`config.mk`:
```
export PLATFORM = sky130hd
export DESIGN_NAME = fetch_unit
export DESIGN_NICKNAME = d
export VERILOG_FILES = /design/src/rtl/fetch_unit.sv
export SDC_FILE = /design/constraint.sdc
export NUM_CORES = 1
export LEC_CHECK = 0
export ABC_AREA = 1
export ABC_CLOCK_PERIOD_IN_PS = 6900
export CAP_MARGIN = 20
export CORE_ASPECT_RATIO = 0.75
export CORE_MARGIN = 5
export CORE_UTILIZATION = 53
export CTS_CLUSTER_SIZE = 20
export DETAILED_ROUTE_END_ITERATION = 12
export PLACE_DENSITY = 0.79
export SETUP_SLACK_MARGIN = 0.5
export SLEW_MARGIN = 15
export SYNTH_ARGS = -nofsm -noshare
export SYNTH_HDL_FRONTEND = slang
export SYNTH_SLANG_ARGS = --single-unit
```
`constraint.sdc`:
```
create_clock -name clk -period 6.9 [get_ports clk]
set_clock_uncertainty 0.1 [all_clocks]
set_input_delay 1.725 -clock clk [delete_from_list [all_inputs] [get_ports clk]]
set_output_delay 1.725 -clock clk [all_outputs]
set_load 0.03 [all_outputs]
```
`src/rtl/fetch_unit.sv`:
```
// fetch_unit: instruction fetch front end.
//   Issues one icache request at a time and buffers returned instructions in a
//   small FIFO for decode. It handles icache misses, where the icache retries
//   internally while ic_pc is held, and redirects (branch/jump/trap), which
//   flush the buffer and restart fetch.
// Ports:
//   clk, rst          clock; synchronous active-high reset
//   redirect_valid_i  flush and restart fetch at redirect_pc_i
//   redirect_pc_i     new fetch address
//   ic_pc_o, ic_req_o fetch address / request strobe to the icache
//   ic_inst_i         instruction word returned by the icache
//   ic_valid_i        response status; 0 means miss
//   id_valid_o        head of buffer is valid
//   id_ready_i        decode accepts the head
//   id_inst_o         head instruction word
//   id_pc_o           head instruction address
module fetch_unit #(
  parameter logic [31:0] RESET_PC = 32'h8000_0000,
  parameter int unsigned QDEPTH   = 2
) (
  input  logic        clk,
  input  logic        rst,
  input  logic        redirect_valid_i,
  input  logic [31:0] redirect_pc_i,
  output logic [31:0] ic_pc_o,
  output logic        ic_req_o,
  input  logic [31:0] ic_inst_i,
  input  logic        ic_valid_i,
  output logic        id_valid_o,
  input  logic        id_ready_i,
  output logic [31:0] id_inst_o,
  output logic [31:0] id_pc_o
);

  localparam int unsigned AW = (QDEPTH > 1) ? $clog2(QDEPTH) : 1;

  typedef enum logic [1:0] {BOOT, IDLE, RUN, MISS} state_t;

  state_t      state_q, state_d;
  logic [31:0] fpc_q, fpc_d;   // address of the outstanding / next request
  logic [31:0] spc_q, spc_d;   // redirect target held while a killed miss drains
  logic        kill_q, kill_d;
  logic [31:0] nxt_pc;

  logic [31:0] buf_inst_q [QDEPTH];
  logic [31:0] buf_pc_q   [QDEPTH];
  logic [AW-1:0] rd_q, wr_q;
  logic [AW:0]   cnt_q, cnt_after;

  logic busy, push, pop, flush, credit;

  assign busy  = (state_q == RUN) || (state_q == MISS);
  assign flush = redirect_valid_i;

  assign id_valid_o = !rst && (cnt_q != '0);
  assign id_inst_o  = buf_inst_q[rd_q];
  assign id_pc_o    = buf_pc_q[rd_q];

  assign pop  = id_valid_o && id_ready_i;
  assign push = busy && ic_valid_i && !kill_q && !redirect_valid_i;

  // Occupancy after this cycle's push/pop decides whether a new request may
  // go out; the response lands next cycle, so this bound prevents overflow.
  assign cnt_after = cnt_q + {{AW{1'b0}}, push} - {{AW{1'b0}}, pop};
  assign credit    = cnt_after < (AW+1)'(QDEPTH);

  // ic_pc is combinational so a returning hit can issue its successor in the
  // same cycle, sustaining one instruction per cycle.
  assign ic_pc_o = rst ? RESET_PC : nxt_pc;

  always_comb begin
    state_d  = state_q;
    fpc_d    = fpc_q;
    spc_d    = spc_q;
    kill_d   = kill_q;
    nxt_pc   = fpc_q;
    ic_req_o = 1'b0;
    if (redirect_valid_i) begin
      if (busy && !ic_valid_i) begin
        // icache is still retrying fpc_q: let it finish, drop its result later
        spc_d   = redirect_pc_i;
        kill_d  = 1'b1;
        state_d = MISS;
      end else begin
        fpc_d   = redirect_pc_i;
        kill_d  = 1'b0;
        state_d = IDLE;
      end
    end else begin
      case (state_q)
        BOOT, IDLE: begin
          if (credit) begin
            ic_req_o = 1'b1;
            state_d  = RUN;
          end else begin
            state_d  = IDLE;
          end
        end
        RUN, MISS: begin
          if (!ic_valid_i) begin
            state_d = MISS;
          end else if (kill_q) begin
            kill_d  = 1'b0;
            fpc_d   = spc_q;
            state_d = IDLE;
          end else begin
            nxt_pc = fpc_q + 32'd4;
            fpc_d  = nxt_pc;
            if (credit) begin
              ic_req_o = 1'b1;
              state_d  = RUN;
            end else begin
              state_d  = IDLE;
            end
          end
        end
        default: state_d = BOOT;
      endcase
    end
    if (rst) ic_req_o = 1'b0;
  end

  always_ff @(posedge clk) begin
    if (rst) begin
      state_q <= BOOT;
      fpc_q   <= RESET_PC;
      spc_q   <= RESET_PC;
      kill_q  <= 1'b0;
    end else begin
      state_q <= state_d;
      fpc_q   <= fpc_d;
      spc_q   <= spc_d;
      kill_q  <= kill_d;
    end
  end

  always_ff @(posedge clk) begin
    if (rst || flush) begin
      rd_q  <= '0;
      wr_q  <= '0;
      cnt_q <= '0;
    end else begin
      if (push) wr_q <= wr_q + 1'b1;
      if (pop)  rd_q <= rd_q + 1'b1;
      cnt_q <= cnt_after;
    end
  end

  always_ff @(posedge clk) begin
    if (push) begin
      buf_inst_q[wr_q] <= ic_inst_i;
      buf_pc_q[wr_q]   <= fpc_q;
    end
  end

endmodule
```
* Word level (Yosys, flattened, before mapping)
Memory sizes are Yosys's and may differ from the RTL's. A register that Yosys moved wholly into a read port is not among the register bits.
Cells that the tools add are included.
** Word-level totals
- Output and inout port bits :: 98
- Memories kept :: 2
- Bits in registers :: 71
- Logic and storage cells :: 72
- Bits in writable memories :: 128
- Input port bits :: 69
** Cells by class
- Reductions and logical operators :: 21
- Add/sub/neg operators :: 5
- Equality and inequality tests :: 4
- Order comparisons :: 1
- Muxes and demuxes :: 32
** Memory list
- buf_inst_q :: words 2, width 32, rd ports 1, clocked after Yosys merged registers in 1, write ports 1, line 45 : logic [31:0] buf_inst_q [QDEPTH];
- buf_pc_q :: words 2, width 32, rd ports 1, clocked after Yosys merged registers in 1, write ports 1, line 46 : logic [31:0] buf_pc_q [QDEPTH];
** Operators with widths (count)
- $mux W32 :: 10
- $add A32 B3 Y32 const B :: 1
- $mux W1 :: 15
- $mux W2 :: 5
- $logic_and A1 B1 Y1 :: 6
- $reduce_bool A2 Y1 :: 3
- $eq A2 B2 Y1 const B :: 2
- $logic_not A1 Y1 :: 4
- $pmux W2 S2 :: 1
- $reduce_and A2 Y1 :: 2
- $reduce_or A2 Y1 :: 2
- $reduce_and A3 Y1 :: 1
- $add A1 B1 Y1 const B :: 2
- $add A2 B1 Y2 :: 1
- $eq A2 B1 Y1 const B :: 1
- $logic_not A2 Y1 :: 1
- $logic_or A1 B1 Y1 :: 2
- $lt A2 B2 Y1 const B :: 1
- $ne A2 B2 Y1 const B :: 1
- $pmux W1 S2 :: 1
- $sub A2 B1 Y2 :: 1

* Logic depth before layout (Yosys ltp)
Gate-level depths: netlist of the first run.
- Depth after elaboration :: 14
- Mapped depth :: 10
- Mapped depth without buffers :: 10

* Least setup slack after synthesis of the first run
No wires, ideal clock.
- Path kind :: input port to flip-flop
- Start :: input port redirect_valid_i
- End :: memory buf_inst_q[1][0] (enable)
- Library setup time :: 0.488 ns
- Cell stages on the path :: 5
- Buffers on the path :: 2
- Path slack :: 1.342 ns
- Data required time :: 6.312 ns
- Data arrival time :: 4.970 ns
- Cells stage by stage :: buf_4 -> nor2_8 -> nand2_4 -> buf_2 -> nor2_1
** On the way
- Longest elaborated chain between the ends :: 4
** Ends and longest elaborated chain
- from (decl) :: line 23 : input logic redirect_valid_i,
- $logic_not A1 Y1 :: line 60 : assign push = busy && ic_valid_i && !kill_q && !redirect_valid_i;
- $logic_and A1 B1 Y1 :: line 60
- $mux W1 :: line 150 : if (push) begin
- $mux W1 (implied by the code) :: line 151 : buf_inst_q[wr_q] <= ic_inst_i;
- to (decl) :: line 45
No other way between the ends.

* Worst setup path after layout of the first run
- Start :: input port redirect_valid_i
- End :: output port ic_pc_o[14]
** On the way
- Longest elaborated chain between the ends :: 2
** Ends and longest elaborated chain
- $mux W32 :: line 78 : if (redirect_valid_i) begin
- $mux W32 :: line 69 : assign ic_pc_o = rst ? RESET_PC : nxt_pc;
- to (decl) :: line 25 : output logic [31:0] ic_pc_o,
No other way between the ends.

==> summary.md, run 1 <==
| Metric | Value |
|---|---|
| Status | `complete, no violations` |
| Cts repair resizes | `0` |
| Vias in the first global route | `6451` |
| Total I/O pin count | `167` |
| Post-synthesis sequential area ratio | `0.579` |
| Hold Worst Slack | `350 ps` |
| TritonCTS clock tree | `yes` |
| Largest net degree at the start of global routing | `39` |
| Sw Share | `0.270` |
| Tot GR Track Use | `0.227` |
| First-pass GRT wire length | `35100 um` |
| Power Density | `approximately 230 nW/um^2` |
| Max-Cap Viols | `0` |
| Maximum vdd drop | `148 uV` |
| Min cycle time layout | `slightly below 6000 ps` |
| Critical Path Stages | `7` |
| Reg2reg setup slack | `4370 ps` |
| Routed len/inst | `18.0 um` |
| Die area | `19900 sq um` |
| Crit path DAT | `4060 ps` |
| Critical Path RT | `5080 ps` |
| Worst path cell trace | `clkdlybuf4s50_1, nor2_8, nand2_4, inv_2, a21oi_1, nor3_1, clkdlybuf4s50_1` |
| Net count, final | `1096` |
| Clk buf depth | `2` |
| CP endpoint kind | `output port` |
| Hold_buf cts | `0` |
| Yosys warning count | `0` |
| Slowest stage cell, crit path | `clkdlybuf4s50_1` |
| Critical Path Max Stage Delay | `750 ps` |
| P_int | `1.97 mW` |
| CP delay by family, top | `buffers and inverters` |
| Filler cell count | `1276` |
| Commonest non-fill, non-tap cell in the layout | `nand2_1` |
| Worst-Margin Slew | `1070 ps` |
| Cells after synthesis | `874` |
| Final wirelength | `22500 um` |
| Drt drc | `0` |
| Die Ht | `123 um` |
| Initial Util | `0.540` |
| Worst Setup EP | `ic_pc_o[14]` |
| Max transition margin | `0.286` |
| Tcrit/Tclk final | `0.853` |
| Clock sinks | `199` |
| Slew Limit Fails | `0` |
| Worst Path Buf+Inv | `3` |
| CTS Buf Count | `17` |
| Latest clock arrival within the worst-skew pair | `430 ps` |
| Combinational power share | `0.116` |
| Final TNS setup | `0 ps` |
| Syn_area_per_cell | `10.4 sq um` |
| Reg-to-reg startpoint | `kill_q` |
| Setup Fix Bufs, Post-CTS | `0` |
| Syn-to-layout area delta | `27.5%` |
| Syn Nets | `946` |
| CP Launch Point | `redirect_valid_i` |
| Mapped cell area | `9090 sq um` |
| Final Hold Viols | `0` |
| Final setup fails | `0` |
| Crit-path most repeated cell | `clkdlybuf4s50_1` |
| Cell Rows | `41` |
| Core ar. | `about 17000 sq um` |
| Dpl hpwl | `between 15000 and 20000 um` |
| Die width | `161 um` |
| Port Buffers | `166` |
| Via density | `5.63` |
| Number of synthesized register bits | `199` |
| Synth cell types | `43` |
| Clock Pin Slew Worst Setup and Hold Paths | `70 ps` |
| CTS Root Buffer Type | `clkbuf_16` |
| Initial antenna violation count | `0` |
| Pleak | `4.06 nW` |
| Setup Crit Path Kind | `in -> out` |
| Drt initial violations | `697` |
| Most frequent cells in the layout | `159 x nand2_1, 151 x clkdlybuf4s50_1, 128 x edfxtp_1` |
| Clk pwr share | `0.379` |
| GRT Residual Overflow | `0` |
| Max frequency | `170 MHz` |
| # diodes | `0` |
| Crit path max fanout | `18` |
| FF-to-FF End | `buf_pc_q[0][22]` |
| # H-tree levels | `4` |
| Post-route ant nets | `0` |
| RSZ-0062 raised after global routing | `no` |
| Via count | `7049` |
| GPL Wtd Cong | `0.902` |
| Total net switching power | `0.730 mW` |
| Worst-case reg-to-reg path depth | `4` |
| Share of post-route cells with drive strength above 1 | `0.176` |
| Hold Crit Class | `reg -> reg` |
| Setup crit start kind | `primary input` |
| Router iterations before antenna repair | `5` |
| Sequential power share | `0.505` |
==> layout make-up <==
class	instances	area (sq um)	area share
clock inverter	15	198	0.0171
sequential	199	5270	0.455
multi-input combinational	567	3390	0.293
timing repair buffer	176	1800	0.155
inverter	63	236	0.0204
clock buffer	17	425	0.0367
tap	215	269	0.0232
==> stage by stage <==
step | util | total power, mW | instances | area [sq um] | worst slack [ps]
after detailed placement | 0.651 | 1.70 | 1220 | 11000 | 1060
after global routing | 0.689 | 2.80 | 1252 | 11600 | 899
after CTS | 0.689 | 2.71 | 1252 | 11600 | 1040
after global placement | 0.651 | 1.69 | 1220 | 11000 | 1050
after floorplan | - | 1.55 | 874 | 9090 | 1340
final | 0.689 | 2.70 | 1252 | 11600 | 1010
==> registers in the layout (all words and copies together) (netlist names), named ones only <==
signal      flops
buf_inst_q     64
kill_q          1
spc_q          32
cnt_q           2
fpc_q          32
wr_q            1
rd_q            1
buf_pc_q       64
state_q         1
==> cells in the mapped netlist (all sizes together) <==
| master | n | share of area |
|---|---|---|
| o31ai | 1 | 0.00083 |
| nor4 | 1 | 0.00069 |
| o21ai | 49 | 0.027 |
| inv | 63 | 0.026 |
| edfxtp | 128 | 0.42 |
| ha | 3 | 0.0041 |
| a41oi | 2 | 0.0019 |
| nand3 | 45 | 0.025 |
| nor3b | 2 | 0.0028 |
| o211ai | 4 | 0.0033 |
| mux2 | 64 | 0.079 |
| xnor2 | 2 | 0.0019 |
| or2 | 2 | 0.0014 |
| dfxtp | 71 | 0.16 |
| and2 | 2 | 0.0014 |
| a211oi | 1 | 0.00083 |
| a221oi | 22 | 0.021 |
| nand2 | 174 | 0.078 |
| o21a | 1 | 0.00083 |
| buf | 23 | 0.014 |
| clkbuf | 22 | 0.0094 |
| nor3 | 13 | 0.0072 |
| xor2 | 12 | 0.012 |
| o221ai | 1 | 0.00096 |
| a31oi | 7 | 0.0048 |
| nor2 | 75 | 0.048 |
| o22ai | 1 | 0.00069 |
| a22oi | 1 | 0.00083 |
| nand4 | 2 | 0.0014 |
| a21oi | 80 | 0.044 |
==> layer usage <==
layer / part of all wire / wire length [um] / track usage
met3: 0.090 / 2040 / 0.0510
met1: 0.47 / 10700 / 0.347
met2: 0.43 / 9740 / 0.331
met4: 0.0040 / 91 / 0.0479
met5: 0 / 0 / 0
==> power groups by stage <==
stage | Combinational (mW) | Clock, mW | Sequential (mW)
finish | 0.314 | 1.02 | 1.36
global route | 0.340 | 1.09 | 1.37
CTS | 0.314 | 1.04 | 1.36
detailed placement | 0.311 | 0 | 1.39
global placement | 0.307 | 0 | 1.39
floorplan | 0.187 | 0 | 1.37
==> how the worst min path moves through the flow <==
stage	startpoint	to	slack, ps	depth (start not counted)
global placement	spc_q[14]	spc_q[14]	330	2
detailed placement	spc_q[14]	spc_q[14]	340	2
floorplan	spc_q[14]	spc_q[14]	320	2
CTS	spc_q[14]	spc_q[14]	350	2
global route	spc_q[14]	spc_q[14]	360	2
finish	spc_q[14]	spc_q[14]	350	2
==> worst min-delay path, delay by kind of cell, from the launching register on <==
family	cells	cell delay [ps]
DFF	1	310
AOI/OAI and AO/OA	1	50
buffers and inverters	1	50
==> kinds of logic (layout without fill, tap and decap cells) <==
logic type | after synthesis | in the layout | synth area share
flip-flops | 199 | 199 | 0.579
AO/OA/AOI/OAI | 170 | 170 | 0.107
buffers and inverters | 108 | 271 | 0.0490
adder cells (fa/ha/maj) | 3 | 3 | 0.00413
multiplexers | 64 | 64 | 0.0793
AND/OR/NAND/NOR | 316 | 316 | 0.167
XOR/XNOR | 14 | 14 | 0.0143
(Power assumes the default switching activity.)
==> inputs of run 2 (changes only) <==
Settings changed: CAP_MARGIN 20 to default.
==> results of run 2 <==
The final DEF is identical to that of run 1; final timing and power are the same.
